==> src/rtl/lfm_burst_scheduler.sv <==
// Round-robin arbiter sharing one LFM phase accumulator between N_REQ requesters:
// validates the winner's burst parameters, runs the start/stop handshake, guard gap and watchdog.
module lfm_burst_scheduler #(
  parameter int          N_REQ          = 4,
  parameter int          GAP_CYCLES     = 16,
  parameter logic [31:0] TIMEOUT_CYCLES = 32'd4000000000
) (
  input  logic                CLK,
  input  logic                RESET,
  input  logic [N_REQ-1:0]    REQ,
  input  logic [32*N_REQ-1:0] REQ_F_CARRIER,
  input  logic [10*N_REQ-1:0] REQ_T_IMPULSE,
  input  logic [13*N_REQ-1:0] REQ_T_PERIOD,
  input  logic [5*N_REQ-1:0]  REQ_NUM_OF_IMP,
  input  logic [22*N_REQ-1:0] REQ_DEVIATION,
  output logic [N_REQ-1:0]    GRANT,
  output logic [N_REQ-1:0]    DONE,
  output logic [N_REQ-1:0]    REJECT,
  output logic                TIMEOUT_ERR,
  output logic                BUSY,
  output logic [31:0]         F_CARRIER,
  output logic [9:0]          T_IMPULSE,
  output logic [12:0]         T_PERIOD,
  output logic [4:0]          NUM_OF_IMP,
  output logic [21:0]         DEVIATION,
  output logic                SIGN_START_GEN,
  input  logic                SIGN_START_CALC,
  input  logic                SIGN_STOP_CALC
);
  localparam int PW = (N_REQ > 1) ? $clog2(N_REQ) : 1;

  localparam logic [2:0] S_IDLE   = 3'd0;
  localparam logic [2:0] S_CHECK  = 3'd1;
  localparam logic [2:0] S_START  = 3'd2;
  localparam logic [2:0] S_ACCEPT = 3'd3;
  localparam logic [2:0] S_RUN    = 3'd4;
  localparam logic [2:0] S_DRAIN  = 3'd5;
  localparam logic [2:0] S_GAP    = 3'd6;

  logic [2:0]       state_q, state_d;
  logic [PW-1:0]    ptr_q, ptr_d, win_q, win_d;
  logic [N_REQ-1:0] grant_q, grant_d, done_q, done_d, reject_q, reject_d;
  logic             timeout_q, timeout_d, start_gen_q, start_gen_d;
  logic [31:0]      wd_q, wd_d, gap_q, gap_d;
  logic [31:0]      f_q, f_d;
  logic [9:0]       ti_q, ti_d;
  logic [12:0]      tp_q, tp_d;
  logic [4:0]       n_q, n_d;
  logic [21:0]      dv_q, dv_d;

  logic             found;
  logic [PW-1:0]    pick;
  logic [PW:0]      sum;
  logic             wd_expired;
  logic             gap_next;

  function automatic logic param_valid(input logic [31:0] f, input logic [9:0] ti,
                                       input logic [12:0] tp, input logic [4:0] n,
                                       input logic [21:0] dv);
    logic bad;
    bad = (n == 5'd0) || (ti == 10'd0) || (dv == 22'd0);
    bad = bad || ((n > 5'd1) && ({3'b000, ti} >= tp));
    bad = bad || (f < {11'b0, dv[21:1]});
    return !bad;
  endfunction

  // First requester at or after the pointer, wrapping modulo N_REQ.
  always_comb begin
    found = 1'b0;
    pick  = '0;
    sum   = '0;
    for (int k = 0; k < N_REQ; k++) begin
      sum = {1'b0, ptr_q} + (PW+1)'(k);
      if (sum >= (PW+1)'(N_REQ)) sum = sum - (PW+1)'(N_REQ);
      if (!found && REQ[sum[PW-1:0]]) begin
        found = 1'b1;
        pick  = sum[PW-1:0];
      end
    end
  end

  assign wd_expired = ({1'b0, wd_q} + 33'd1) == {1'b0, TIMEOUT_CYCLES};
  assign gap_next   = (GAP_CYCLES == 0);

  always_comb begin
    state_d     = state_q;
    ptr_d       = ptr_q;
    win_d       = win_q;
    grant_d     = grant_q;
    done_d      = '0;
    reject_d    = '0;
    timeout_d   = 1'b0;
    start_gen_d = start_gen_q;
    wd_d        = wd_q;
    gap_d       = gap_q;
    f_d         = f_q;
    ti_d        = ti_q;
    tp_d        = tp_q;
    n_d         = n_q;
    dv_d        = dv_q;
    case (state_q)
      S_IDLE: begin
        // REQ is sampled at the edge; GRANT is a flop, so no combinational path.
        if (found) begin
          win_d   = pick;
          ptr_d   = (pick == PW'(N_REQ - 1)) ? '0 : pick + 1'b1;
          grant_d = '0;
          for (int i = 0; i < N_REQ; i++) begin
            if (PW'(i) == pick) begin
              grant_d[i] = 1'b1;
              f_d        = REQ_F_CARRIER[32*i +: 32];
              ti_d       = REQ_T_IMPULSE[10*i +: 10];
              tp_d       = REQ_T_PERIOD[13*i +: 13];
              n_d        = REQ_NUM_OF_IMP[5*i +: 5];
              dv_d       = REQ_DEVIATION[22*i +: 22];
            end
          end
          state_d = S_CHECK;
        end
      end
      S_CHECK: begin
        if (param_valid(f_q, ti_q, tp_q, n_q, dv_q)) begin
          start_gen_d = 1'b1;
          wd_d        = '0;
          state_d     = S_START;
        end else begin
          reject_d[win_q] = 1'b1;
          grant_d         = '0;
          state_d         = S_IDLE;
        end
      end
      S_START, S_ACCEPT, S_RUN, S_DRAIN: begin
        if (wd_expired) begin
          timeout_d   = 1'b1;
          start_gen_d = 1'b0;
          grant_d     = '0;
          wd_d        = '0;
          gap_d       = '0;
          state_d     = gap_next ? S_IDLE : S_GAP;
        end else begin
          wd_d = wd_q + 32'd1;
          case (state_q)
            S_START: if (SIGN_START_CALC) begin
              start_gen_d = 1'b0;
              wd_d        = '0;
              state_d     = S_ACCEPT;
            end
            S_ACCEPT: if (!SIGN_START_CALC) begin
              wd_d    = '0;
              state_d = S_RUN;
            end
            S_RUN: if (SIGN_STOP_CALC) begin
              done_d[win_q] = 1'b1;
              wd_d          = '0;
              state_d       = S_DRAIN;
            end
            default: if (!SIGN_STOP_CALC) begin
              grant_d = '0;
              gap_d   = '0;
              state_d = gap_next ? S_IDLE : S_GAP;
            end
          endcase
        end
      end
      S_GAP: begin
        if (gap_q == 32'(GAP_CYCLES - 1)) state_d = S_IDLE;
        else gap_d = gap_q + 32'd1;
      end
      default: state_d = S_IDLE;
    endcase
  end

  always_ff @(posedge CLK) begin
    if (RESET) begin
      state_q     <= S_IDLE;
      ptr_q       <= '0;
      win_q       <= '0;
      grant_q     <= '0;
      done_q      <= '0;
      reject_q    <= '0;
      timeout_q   <= 1'b0;
      start_gen_q <= 1'b0;
      wd_q        <= '0;
      gap_q       <= '0;
      f_q         <= '0;
      ti_q        <= '0;
      tp_q        <= '0;
      n_q         <= '0;
      dv_q        <= '0;
    end else begin
      state_q     <= state_d;
      ptr_q       <= ptr_d;
      win_q       <= win_d;
      grant_q     <= grant_d;
      done_q      <= done_d;
      reject_q    <= reject_d;
      timeout_q   <= timeout_d;
      start_gen_q <= start_gen_d;
      wd_q        <= wd_d;
      gap_q       <= gap_d;
      f_q         <= f_d;
      ti_q        <= ti_d;
      tp_q        <= tp_d;
      n_q         <= n_d;
      dv_q        <= dv_d;
    end
  end

  assign GRANT          = grant_q;
  assign DONE           = done_q;
  assign REJECT         = reject_q;
  assign TIMEOUT_ERR    = timeout_q;
  assign BUSY           = (state_q != S_IDLE);
  assign SIGN_START_GEN = start_gen_q;
  assign F_CARRIER      = f_q;
  assign T_IMPULSE      = ti_q;
  assign T_PERIOD       = tp_q;
  assign NUM_OF_IMP     = n_q;
  assign DEVIATION      = dv_q;

endmodule
==> config.mk <==
export PLATFORM = sky130hd
export DESIGN_NAME = lfm_burst_scheduler
export DESIGN_NICKNAME = d
export VERILOG_FILES = /design/src/rtl/lfm_burst_scheduler.sv
export SDC_FILE = /design/constraint.sdc
export NUM_CORES = 1
export LEC_CHECK = 0
export CORE_UTILIZATION = 30
export DETAILED_ROUTE_END_ITERATION = 8
export SYNTH_ARGS = -nofsm -noshare
export SYNTH_HDL_FRONTEND = slang
export SYNTH_SLANG_ARGS = --single-unit
==> constraint.sdc <==
create_clock -name CLK -period 4.3 [get_ports CLK]
set_input_delay 0.86 -clock CLK [delete_from_list [all_inputs] [get_ports CLK]]
set_output_delay 0.86 -clock CLK [all_outputs]
set_load 0.02 [all_outputs]
==> flow_summary.toml, run 1 <==
[run_status]
status = "finished with violations"
violations = "DRC"

[final_layout]
drive_above_1_share_pct = 4.28
fin_area_mm2 = 0.0164
syn2layout_area_growth_pct = 49.2
fill_cells = 3621
fin_util_pct = 45.7
nets = 2250

[power_and_ir_drop]
pwr_density_cell_mw_per_mm2 = 599
ir_worst_vdd_v = 0.000437
leakagePower_nw = 5.89

[placed_design]
dp_hpwl_um = 35900
place_ws_ns = 0.522
place_area_mm2 = 0.0158
port_buffers = 432
gp_congestion = 1.01

[setup_path]
critPathLaunchType = "flop"
cp_max_fo = 10
crit_path_max_incr_delay_ns = 0.70
cp.required_ns = 4.67
cp.arrival_ns = 4.17
crit_slowest_cell = "or4_1"
path_cells = "nand4_4, or4_1, xnor2_1, o211ai_1, or4_4, o211a_1, buf_4, nor4_2, or3b_1, a21oi_1"
critPathCaptureType = "flop"
critPathKind = "reg -> reg"

[detailed_routing]
drc = 5
vias_per_cell = 5.29
drt_first_pass_iters = 7
vias = 12500
wl_um = 46100
drtIter0Drc = 893
wl_per_cell_um = 19.6
antenna_left = 0

[synthesis]
synth-async-reset-ratio_pct = 0
yosysWarnings = 0
syn_nets = 1885
ys_seq_area_share_pct = 30.4
ys_top_cells_by_area = "dfxtp_1 (30%), mux2i_1 (8.6%), nor2_1 (7.8%)"
syn_avg_cell_area_um2 = 7.26
syn_area_mm2 = 0.0110
synth-seq-cells = 167
synth_top_area_cell = "dfxtp_1"
synthFlopType = "dfxtp_1"
yosysUniqueCellTypes = 64
synth_edf_count = 0
synth.top_cell.area_share_pct = 30.4
syn_inst = 1513

[clock_tree]
holdBufCountCts = 0
tritoncts = "done"
htreeDepth = 4
cts_buffer_depth = 2
cts_buffers = 17
root_buffer = "clkbuf_16"
cts_resized = 0
cts_sinks = 167
clk_latency_ns = 0.43
path_clk_slew_ns = 0.07
cts_setup_buffers = 0

[grt]
grt_busiest_layer = "met2"
antenna_found_initial = 7
grt_use_met1_pct = 30.2
use_met3_pct = 4.36
grt_pass1_wl_um = 70500
grt_usage_pct = 24.2
grt_max_degree = 125
first_global_vias = 12000
use_met2_pct = 42.4
globalRouteOverflowTotal = 0

[sta]
worst_slew_pin_slew_ns = 1.09
whs_ns = 0.466
skew_ns = 0.0133
rsz0062_at_grt = "no"
setup_viol = 0
fin_ws_ns = 0.500
max_freq_mhz = 263
post-route-period-util_pct = 88.4
min_period_ns = 3.80
fin_setup_tns_ns = 0
max-slew-margin-rel_pct = 27.5
maxSlewViolCount = 0
hold_viol = 0

[die]
start_util_pct = 30.7
fp-row-count = 69
ios = 433
core_area_mm2 = 0.0358
die_area_mm2 = 0.0374
die_w_um = 193
fp.dieH_um = 193

[worst_hold_path]
hold_path_class = "reg -> reg"

[run]
cap_violations = 0
per-stage QoR:
step / total power, mW / instances
floorplan: 5.89 / 1513
global placement: 8.34 / 2320
detailed placement: 8.38 / 2320
CTS: 9.91 / 2352
global route: 10.6 / 2358
finish: 9.82 / 2358
area by class of cell:
| type | instances | area [um2] | share of cell area (%) |
|---|---|---|---|
| multi-input combinational | 1175 | 7030 | 42.9 |
| timing repair buffer | 463 | 4670 | 28.5 |
| sequential | 167 | 3340 | 20.4 |
| tap | 461 | 577 | 3.52 |
| clock buffer | 18 | 439 | 2.68 |
| inverter | 54 | 203 | 1.24 |
| clock inverter | 14 | 113 | 0.687 |
| antenna | 6 | 15.0 | 0.0916 |
worst paths after layout:
path	start	end	slack, ns	cells after the start
max reg2reg	wd_q[2]	gap_q[21]	0.50	10
min reg2reg	GRANT[1]	GRANT[1]	0.47	2
min	GRANT[1]	GRANT[1]	0.47	2
max	wd_q[2]	gap_q[21]	0.50	10
worst max-delay path: cells and delay by family (launching register included):
family          cells  cell delay (ns)
flops               1             0.54
simple gates        5             2.20
compound gates      3             0.56
buf+inv             1             0.17
xor+xnor            1             0.27
Yosys cell counts, types with 4 or more instances:
| library cell | n |
|---|---|
| or3_1 | 19 |
| o31ai_1 | 11 |
| nor2_1 | 228 |
| a211oi_1 | 13 |
| buf_2 | 7 |
| a21o_1 | 10 |
| xnor2_1 | 13 |
| nor4_1 | 28 |
| nor3_1 | 20 |
| buf_1 | 13 |
| nor3b_1 | 5 |
| and3_1 | 15 |
| a31oi_1 | 8 |
| o21ai_0 | 121 |
| clkbuf_2 | 6 |
| dfxtp_1 | 167 |
| clkbuf_1 | 90 |
| nand2b_1 | 9 |
| ha_1 | 36 |
| and4_1 | 8 |
| nand4b_1 | 4 |
| or4_1 | 12 |
| nand3_1 | 29 |
| nand4_1 | 27 |
| mux2i_1 | 94 |
| inv_1 | 54 |
| a21oi_1 | 163 |
| o211ai_1 | 88 |
| nand2_1 | 140 |
| and2_1 | 8 |
| nor2b_1 | 7 |
| nand3b_1 | 6 |
registers in the layout (all words and copies together) (netlist names):
signal          flops
SIGN_START_GEN      1
GRANT               4
win_q               2
T_PERIOD           13
wd_q               32
REJECT              4
ptr_q               2
T_IMPULSE          10
DONE                4
gap_q              32
TIMEOUT_ERR         1
F_CARRIER          32
NUM_OF_IMP          5
state_q             3
DEVIATION          22
routing by layer:
metal | vias up | routed length (um)
li1 | 6195 | -
met3 | 45 | 2560
met2 | 374 | 23300
met5 | - | 0
met4 | 0 | 688
met1 | 5855 | 19600
report_power, final:
part           switching (mW)  leakage [nW]  total [mW]  internal [mW]
logic                    3.30          4.25        5.79           2.49
clock network           0.713         0.269        1.48          0.769
registers               0.571          1.37        2.55           1.98
total                    4.58          5.89        9.82           5.24
cell usage in the layout, fill, tap and decap left out, drive strengths merged, types with 4 or more instances in the layout:
cell type and instances:
ha 36, nand2b 9, mux2i 94, or2 4, xnor2 13, clkbuf 18
nor3b 5, nand3 30, nand2 140, or4 13, and4 8, inv 61
and3 15, clkdlybuf4s50 431, and2 8, a211oi 13, clkinv 5, or3 19
diode 6, nor3 20, nor2 228, nand4b 4, a31oi 8, nand3b 6
a21o 10, nor4 30, nand4 29, dfxtp 167, buf 32, a21oi 163
nor2b 7, o21ai 123, o31ai 11, o211ai 88
cells by family after synthesis:
group,Yosys count,share of synthesized area (%)
multiplexers,94,8.56
AND/OR/NAND/NOR,582,25.4
AO/OA/AOI/OAI,447,24.2
adder cells (fa/ha/maj),36,4.10
buffers and inverters,171,6.02
flip-flops,167,30.4
XOR/XNOR,16,1.28
(Power assumes the default switching activity.)
==> run 2, diff against run 1 <==
--- a/config.mk
+++ b/config.mk
@@ -5,8 +5,10 @@
 export SDC_FILE = /design/constraint.sdc
 export NUM_CORES = 1
 export LEC_CHECK = 0
+export CAP_MARGIN = 10
 export CORE_UTILIZATION = 30
 export DETAILED_ROUTE_END_ITERATION = 8
+export SKIP_CTS_REPAIR_TIMING = 1
 export SYNTH_ARGS = -nofsm -noshare
 export SYNTH_HDL_FRONTEND = slang
 export SYNTH_SLANG_ARGS = --single-unit
==> results of run 2 <==
No change in the layout: final DEF, timing and power equal those of run 1.
==> run 3, diff against run 2 <==
--- a/config.mk
+++ b/config.mk
@@ -6,6 +6,7 @@
 export NUM_CORES = 1
 export LEC_CHECK = 0
 export CAP_MARGIN = 10
+export CORE_MARGIN = 8
 export CORE_UTILIZATION = 30
 export DETAILED_ROUTE_END_ITERATION = 8
 export SKIP_CTS_REPAIR_TIMING = 1
==> flow_summary.toml, run 3 (synthesized netlist as in run 1, its figures left out) <==
[run_status]
status = "complete, no violations"

[setup_path]
cp.arrival_ns = 4.18
cp.required_ns = 4.67
critPathCaptureType = "flop"
critPathKind = "reg -> reg"
critPathLaunchType = "flop"
cp_max_fo = 10

[worst_hold_path]
hold_path_class = "reg -> reg"

[placed_design]
dp_hpwl_um = 37000
place_ws_ns = 0.425
gp_congestion = 0.870
port_buffers = 432

[die]
fp.dieH_um = 207
ios = 433
fp-row-count = 70
core_area_mm2 = 0.0363
die_w_um = 207
start_util_pct = 30.2
die_area_mm2 = 0.0430

[detailed_routing]
wl_um = 46800
drt_first_pass_iters = 7
antenna_left = 0
drc = 0
wl_per_cell_um = 19.8
drtIter0Drc = 762
vias_per_cell = 5.18
vias = 12200

[sta]
rsz0062_at_grt = "no"
skew_ns = 0.0110
setup_viol = 0
worst_slew_pin_slew_ns = 0.888
fin_setup_tns_ns = 0
hold_viol = 0
maxSlewViolCount = 0
max-slew-margin-rel_pct = 40.7
min_period_ns = 3.81
max_freq_mhz = 262
post-route-period-util_pct = 88.7
fin_ws_ns = 0.486

[final_layout]
nets = 2246
mostFrequentLayoutCells = "clkdlybuf4s50_1 (431), nor2_1 (227), dfxtp_1 (167), a21oi_1 (163), nand2_1 (140)"
fin_util_pct = 45.0
final_common_cell = "clkdlybuf4s50_1"
drive_above_1_share_pct = 3.97
fill_cells = 3623
syn2layout_area_growth_pct = 48.9

[clock_tree]
root_buffer = "clkbuf_16"
tritoncts = "done"
htreeDepth = 4
cts_sinks = 167
clk_latency_ns = 0.44
path_clk_slew_ns = 0.07
cts_buffer_depth = 2
cts_buffers = 17

[power_and_ir_drop]
leakagePower_nw = 5.86
pwr_density_cell_mw_per_mm2 = 597
total_power_mw = 9.76
ir_worst_vdd_v = 0.000302

[grt]
grt_pass1_wl_um = 70800
globalRouteOverflowTotal = 0
grt_max_degree = 72
grt_usage_pct = 20.7
first_global_vias = 11900
antenna_found_initial = 8

[run]
cap_violations = 0
==> run 3: worst paths after layout <==
check | start | endpoint | slack, ns | depth (start not counted)
max | wd_q[16] | gap_q[21] | 0.49 | 10
min | GRANT[2] | GRANT[2] | 0.48 | 2
max reg2reg | wd_q[16] | gap_q[21] | 0.49 | 10
min reg2reg | GRANT[2] | GRANT[2] | 0.48 | 2
==> run 3: layout make-up <==
type | count | area [um2] | area share [%]
Sequential cell | 167 | 3340 | 20.4
Timing Repair Buffer | 459 | 4650 | 28.4
Clock buffer | 20 | 447 | 2.73
Tap cell | 468 | 586 | 3.58
Antenna cell | 3 | 7.51 | 0.0459
Inverter | 54 | 203 | 1.24
Clock inverter | 12 | 93.8 | 0.574
Multi-Input combinational cell | 1175 | 7030 | 43.0
==> run 3: through the flow <==
| stage | cells | instance area, um2 | hold slack (ns) |
|---|---|---|---|
| final | 2358 | 16400 | 0.484 |
| after global placement | 2323 | 15800 | 0.469 |
| after global routing | 2357 | 16400 | 0.523 |
| after floorplan | 1513 | 11000 | 0.452 |
| after detailed placement | 2323 | 15800 | 0.478 |
| after CTS | 2355 | 16400 | 0.487 |
==> run 3: power by group <==
part           internal (mW)  switching (mW)
clock network          0.763           0.695
registers               1.98           0.543
logic                   2.50            3.28
==> run 3: per-layer routing <==
metal	vias up	GRT usage [%]	share of wire, %	routed length [um]
met3	42	6.17	6.4	2980
met4	8	4.39	1.1	507
li1	6174	-	-	-
met1	5672	23.7	41	19100
met5	-	0	0.12	55
met2	328	37.5	52	24200
==> run 3: worst max-delay path: stages, from the launching register on <==
cell and delay (ns):
dfxtp_1 0.49, and3_1 0.43, nand3_2 0.24, nor4_4 0.39, xnor2_1 0.18, or4_4 0.56, o211a_1 0.25, buf_4 0.17
nor4_2 0.47, or3b_1 0.41, a21oi_1 0.15
